==> config.mk <==
export PLATFORM = sky130hd
export DESIGN_NAME = fifo_stream_reader
export DESIGN_NICKNAME = d
export VERILOG_FILES = /design/src/rtl/fifo_stream_reader.sv
export SDC_FILE = /design/constraint.sdc
export NUM_CORES = 1
export LEC_CHECK = 0
export CAP_MARGIN = 10
export CORE_MARGIN = 3
export CORE_UTILIZATION = 49
export DETAILED_ROUTE_END_ITERATION = 8
export GPL_ROUTABILITY_DRIVEN = 0
export HOLD_SLACK_MARGIN = 0.02
export PLACE_DENSITY_LB_ADDON = 0.25
export SYNTH_ARGS = -nofsm -noshare
export SYNTH_HDL_FRONTEND = slang
export SYNTH_SLANG_ARGS = --single-unit
==> constraint.sdc <==
create_clock -name clk -period 1.9 [get_ports clk]
set_clock_uncertainty 0.05 [all_clocks]
set_input_delay 0.285 -clock clk [delete_from_list [all_inputs] [get_ports clk]]
set_output_delay 0.285 -clock clk [all_outputs]
set_load 0.005 [all_outputs]
==> src/rtl/fifo_stream_reader.sv <==
// rtl/fifo_stream_reader.sv - FIFO read-port drain engine with 2-entry valid/ready output buffer
// Optional feature macro: FIFO_RD_STATS_EN (adds beat_total accepted-beat counter port)
module fifo_stream_reader #(
  parameter type DTYPE     = logic [7:0],
  parameter int  BURST_LEN = 16,
  parameter int  CNT_W     = ($clog2(BURST_LEN) > 0) ? $clog2(BURST_LEN) : 1
) (
  input  logic             clk,
  input  logic             rst_n,
  input  logic             clear,
  input  logic             en,
  output logic             fifo_ren,
  input  DTYPE             fifo_rdata,
  input  logic             fifo_empty,
  output logic             m_valid,
  output DTYPE             m_data,
  output logic             m_last,
  input  logic             m_ready,
  output logic [CNT_W-1:0] burst_cnt
`ifdef FIFO_RD_STATS_EN
  ,
  output logic [31:0]      beat_total
`endif
);

  localparam logic [CNT_W-1:0] LAST_BEAT = CNT_W'(BURST_LEN - 1);

  logic [1:0]       r_occ;
  logic             r_head;
  logic             r_tail;
  DTYPE             r_data [2];
  logic             r_last [2];
  logic [CNT_W-1:0] r_cnt;

  logic             w_push;
  logic             w_accept;
  logic             w_beat_last;
  logic [CNT_W-1:0] w_cnt_next;

  // Pop only from registered occupancy so m_ready never reaches fifo_ren combinationally;
  // rst_n gating keeps the strobe low while reset is held.
  assign w_push      = rst_n && en && !clear && !fifo_empty && (r_occ != 2'd2);
  assign w_accept    = m_valid && m_ready && !clear;
  assign w_beat_last = (r_cnt == LAST_BEAT);
  assign w_cnt_next  = w_beat_last ? '0 : r_cnt + 1'b1;

  assign fifo_ren  = w_push;
  assign m_valid   = (r_occ != 2'd0);
  assign m_data    = r_data[r_head];
  assign m_last    = r_last[r_head];
  assign burst_cnt = r_cnt;

  // Buffer entries: capture FIFO head word and its burst-end tag at the tail on each pop.
  always_ff @(posedge clk or negedge rst_n) begin
    if (!rst_n) begin
      for (int i = 0; i < 2; i++) begin
        r_data[i] <= '0;
        r_last[i] <= 1'b0;
      end
    end else if (w_push) begin
      r_data[r_tail] <= fifo_rdata;
      r_last[r_tail] <= w_beat_last;
    end
  end

  // Pointers, occupancy and beat counter; clear wins over push and accept.
  always_ff @(posedge clk or negedge rst_n) begin
    if (!rst_n) begin
      r_occ  <= 2'd0;
      r_head <= 1'b0;
      r_tail <= 1'b0;
      r_cnt  <= '0;
    end else if (clear) begin
      r_occ  <= 2'd0;
      r_head <= 1'b0;
      r_tail <= 1'b0;
      r_cnt  <= '0;
    end else begin
      if (w_push) begin
        r_tail <= ~r_tail;
        r_cnt  <= w_cnt_next;
      end
      if (w_accept) begin
        r_head <= ~r_head;
      end
      case ({w_push, w_accept})
        2'b10:   r_occ <= r_occ + 2'd1;
        2'b01:   r_occ <= r_occ - 2'd1;
        default: r_occ <= r_occ;
      endcase
    end
  end

`ifdef FIFO_RD_STATS_EN
  logic [31:0] r_beat_total;

  assign beat_total = r_beat_total;

  // Saturating count of beats accepted downstream.
  always_ff @(posedge clk or negedge rst_n) begin
    if (!rst_n) begin
      r_beat_total <= '0;
    end else if (clear) begin
      r_beat_total <= '0;
    end else if (w_accept && (r_beat_total != 32'hFFFF_FFFF)) begin
      r_beat_total <= r_beat_total + 32'd1;
    end
  end
`endif

endmodule

; Yosys cells after proc, flatten, opt, wreduce, memory -nomap -nowiden
; Index checks and enable logic that the tools add are counted.
[totals]
regBits = 26
output_inout_bits = 15
wordCells = 56
[classes]
add_sub_neg = 3
magnitude_cmp = 3
eq_ne = 4
mux = 21
n_bitwise = 4
reduce_logical = 13
[op_table]
columns = cell, count
row1 = 8-bit two-way mux, 4
row2 = 16-bit bitwise mux, 1
row3 = 4-bit two-way mux, 3
row4 = 8-bit demux with 1-bit select, 1
row5 = 1-bit two-way mux, 8
row6 = 1-bit logical AND, 7
row7 = 2-bit nonzero test, 3
row8 = "4-bit by 1-bit adder with 4-bit output, second input constant", 1
row9 = "4-bit == test, second input constant", 1
row10 = "2-bit >= comparator, second input constant", 2
row11 = 1-bit inverter with 2-bit output, 2
row12 = 2-bit one-hot mux with 2 select lines, 1
row13 = 3-bit nonzero test, 1
row14 = "2-bit by 1-bit adder with 2-bit output, second input constant", 1
row15 = 2-bit bitwise mux, 1
row16 = "2-bit by 1-bit == test with 1-bit output, second input constant", 1
row17 = "2-bit == test, second input constant", 1
row18 = 1-bit logical NOT, 2
row19 = "2-bit by 1-bit < comparator with 1-bit output, second input constant", 1
row20 = 2-bit two-way mux, 1
row21 = "2-bit inequality test, second input constant", 1
row22 = 1-bit inverter, 2
row23 = "2-bit by 1-bit subtractor with 2-bit output, second input constant", 1
row24 = 1-bit demux with 1-bit select, 1

; Longest topological paths before layout
[logic_depth]
ltp_word = 7
ltp_mapped = 5
ltp_nobuf = 4

; Least setup slack after synthesis
; Ideal clock, no wire load.
[synth_path]
path_type = input -> register
start = input clear
end = register r_data[10] (netlist name)
setup_ns = 0.125
arrival_time_ns = 1.394
required_time_ns = 1.725
setup_slack_ns = 0.331
stages = 5
path_buffers = 2
cell_sequence = buf_6 nand4bb_4 buf_6 nor3_4 mux2_2
[synth_between]
elab_chain_cells = 4
[synth_rtl]
columns = element, line_no
row1 = "start, declared", 10  ; input logic clear,
row2 = 1-bit logical NOT, 42  ; assign w_push = rst_n && en && !clear && !fifo_empty && (r_occ != 2'd2);
row3 = 1-bit logical AND (3 in series), 42
row4 = "end signal, assigned by index", 61  ; r_data[r_tail] <= fifo_rdata;
row5 = "end, declared", 31  ; DTYPE r_data [2];
; No other way between the ends.
; A chain may end at the register's enable or synchronous reset.

==> results.py <==
metrics = {
    "status": {
        "outcome": "complete, no violations",
    },
    "worst_setup_path": {
        "r2r_cells": 5,
        "timing.rr.start": "r_occ[1]",
        "crit_type": "flip-flop to primary output",
        "cp_slowest_cell": "dfrtp_1",
        "critPathLaunchType": "flip-flop",
        "ff2ff_setup_slack_ps": 280,
        "path_cells": "buf_6, mux2_2, dlygate4sd2_1",
        "r2r_end": "r_data[12]",
        "slowest_delay_ps": 420,
        "crit_required_ps": 1560,
        "end_kind": "primary output",
        "crit_path_max_fanout": 5,
        "arrival_ps": 1480,
    },
    "grt": {
        "grt_pass1_vias": 1036,
        "grt_usage_pct": 18.19,
        "overflow": 0,
        "grt_pass1_wl_um": 4643,
        "antenna_found_initial": 0,
        "grt_max_degree": 16,
    },
    "timing": {
        "setup_viol": 0,
        "rsz0062_at_grt": "false",
        "hold_viol": 0,
        "max_freq_mhz": 550.2,
        "worst_pin_slew_ps": 330.2,
        "timing.final.crit_share_pct": 95.65,
        "drv_slew": 0,
        "slew_headroom_pct": 77.94,
        "fin_crit_ps": 1817,
    },
    "placed_design": {
        "port_buffers": 28,
        "place_hpwl_um": 2000,
        "dp.cells": 162,
    },
    "power_and_ir_drop": {
        "vdd_ir_drop_max_mv": 0.6393,
        "powerDensity_nw_per_um2": 664.5,
        "p_leak_uw": 0.0008323,
    },
    "die": {
        "die_h_um": 57.04,
        "core_um2": 2340,
        "row_count": 17,
        "initial_core_util_pct": 54.55,
        "die_w_um": 57.04,
        "die_area_um2": 3253,
        "ios": 29,
    },
    "finish": {
        "layout-drive-gt1-share_pct": 38.30,
        "fillCellCount": 178,
        "instances_no_fill": 169,
        "final_util_pct": 74.28,
        "area.growth.synth_to_final_pct": 36.18,
        "antennaDiodeCount": 0,
        "final_net_count": 157,
    },
    "synthesis": {
        "yosysUniqueCellTypes": 30,
        "ys_ff_latch": 26,
        "ys_seq_area_share_pct": 50.98,
        "yosysTopAreaCell": "dfrtp_1",
        "postSynthAreaPerCell_um2": 13.16,
        "ys_top_cells_by_area": "dfrtp_1 51%, mux2_2 24%, nand4bb_4 2.2%",
        "yosysWarnings": 0,
        "syn_nets": 112,
        "synth_cells": 97,
        "synth.top_cell.area_share_pct": 50.98,
        "synth_area_um2": 1276,
    },
    "clock_network": {
        "clockBufferDepth": 2,
        "cts_tree": "built",
        "htree_levels": 1,
        "clk_pin_slew_worst_paths_ps": 140,
        "clock_sinks": 26,
        "numCtsBuffers": 3,
        "cts_hold_buf": 0,
        "clkLatencyLatePin_ps": 320,
        "root_buffer": "clkbuf_4",
    },
    "detailed_routing": {
        "post-route-drc-count": 0,
        "postRouteAntennaNets": 0,
        "vias_per_cell": 5.645,
        "drt-total-wl_um": 2679,
        "dr_total_vias": 954,
        "avgRoutedWirePerCell_um": 15.85,
        "drtPass1Iterations": 4,
        "drtIter0Drc": 19,
    },
    "worst_hold_path": {
        "hold_class": "primary input to async pin",
    },
    "job": {
        "cap_violations": 0,
    },
}
==> critical path, delay by kind of cell (launching register included) <==
kind,cells,cell delay (ps)
buffers and inverters,2,400
DFF,1,420
muxes,1,330
==> flip-flops by register name, summed over array words and instances, names as in the netlist <==
name / count
r_data: 16
r_tail: 1
r_occ: 2
r_head: 1
burst_cnt: 4
r_last: 2
==> cells in the mapped netlist <==
| cell type | count |
|---|---|
| clkbuf_1 | 2 |
| buf_6 | 2 |
| and3_1 | 1 |
| nand2b_1 | 1 |
| nor4b_1 | 1 |
| or2_2 | 1 |
| or4_1 | 2 |
| inv_1 | 2 |
| o41ai_1 | 1 |
| nor4_1 | 1 |
| a221oi_1 | 1 |
| a21oi_1 | 5 |
| nor3b_1 | 1 |
| and4bb_1 | 1 |
| nor3_4 | 1 |
| o21ai_0 | 4 |
| ha_1 | 1 |
| a31o_2 | 1 |
| nand3_1 | 2 |
| a311oi_1 | 1 |
| nor2b_1 | 3 |
| nand4bb_4 | 1 |
| xor2_1 | 1 |
| mux2_2 | 27 |
| nor3_1 | 1 |
| dfrtp_1 | 26 |
| nand3_2 | 1 |
| a2bb2oi_1 | 1 |
| nor2_1 | 3 |
| or3_1 | 1 |
==> power by group <==
group,internal (µW),switching (µW),leakage [µW]
Clock,117,162,0.0000210
Combinational,160,77.2,0.000469
Sequential,608,29.8,0.000343
Total,886,269,0.000832
==> layer usage <==
layer	track usage, %	wire (µm)	vias up
met3	3.620	127	7
met5	0	0	-
met1	23.18	1120	460
li1	-	-	455
met4	6.954	42	0
met2	30.51	1389	32
==> area by class of cell <==
| cell class | count | area (µm²) | area share, % |
|---|---|---|---|
| clock buffers | 4 | 36.28 | 2.088 |
| inverters | 2 | 7.507 | 0.4320 |
| multi-input cells | 65 | 595.6 | 34.27 |
| flip-flops and latches | 26 | 651.9 | 37.51 |
| well taps | 28 | 35.03 | 2.016 |
| repair buffers | 44 | 411.6 | 23.69 |
==> cells by family (layout without fill, tap and decap cells) <==
family                     after synthesis  after routing  share of synthesized area (%)
adders and majority gates                1              1                         0.9802
and+or+nand+nor                         22             22                          13.63
AOI/OAI and AO/OA                       14             14                          6.961
buffers and inverters                    6             50                          2.941
xor gates and xnor gates                 1              1                         0.6864
DFF                                     26             26                          50.98
muxes                                   27             27                          23.82
==> placed cells by master, fill, tap and decap left out, types with 2 or more instances in the layout <==
cell	count
o21ai_0	4
buf_4	14
nand3_1	2
nor2_1	2
dlymetal6s2s_1	5
buf_6	2
a21oi_1	5
dlygate4sd2_1	7
clkdlybuf4s50_1	16
or4_1	2
mux2_2	27
clkbuf_4	3
dfrtp_1	25
nor2b_1	3
inv_1	2
==> how the worst max path moves through the flow <==
stage | from | end | depth (start not counted)
global placement | rst_n | r_data[2] | 5
floorplan | clear | r_data[10] | 5
finish | r_head | m_data[1] | 3
detailed placement | rst_n | r_data[0] | 5
global route | r_head | m_data[1] | 3
CTS | r_head | m_data[7] | 3
==> metrics by stage <==
| step | setup WS (ps) | TNS, ps | area [µm²] | hold WS [ps] | power (µW) |
|---|---|---|---|---|---|
| 2_1_floorplan | 330.9 | 0 | 1276 | -60.59 | 753.2 |
| 3_3_place_gp | -91.81 | -1278 | 1659 | 430.7 | 897.6 |
| 3_5_place_dp | -103.8 | -1492 | 1659 | 440.5 | 909.1 |
| 4_1_cts | -80.77 | -313.4 | 1713 | 43.77 | 1173 |
| 5_1_grt | 1.139 | 0 | 1738 | 37.18 | 1223 |
| 6_report | 82.61 | 0 | 1738 | 36.64 | 1155 |
==> what timing repair did <==
action,4_1_cts,5_1_grt
setup endpoints to repair,10,5
setup buffers,2,1
resized for setup,10,7
(Power assumes the default switching activity.)
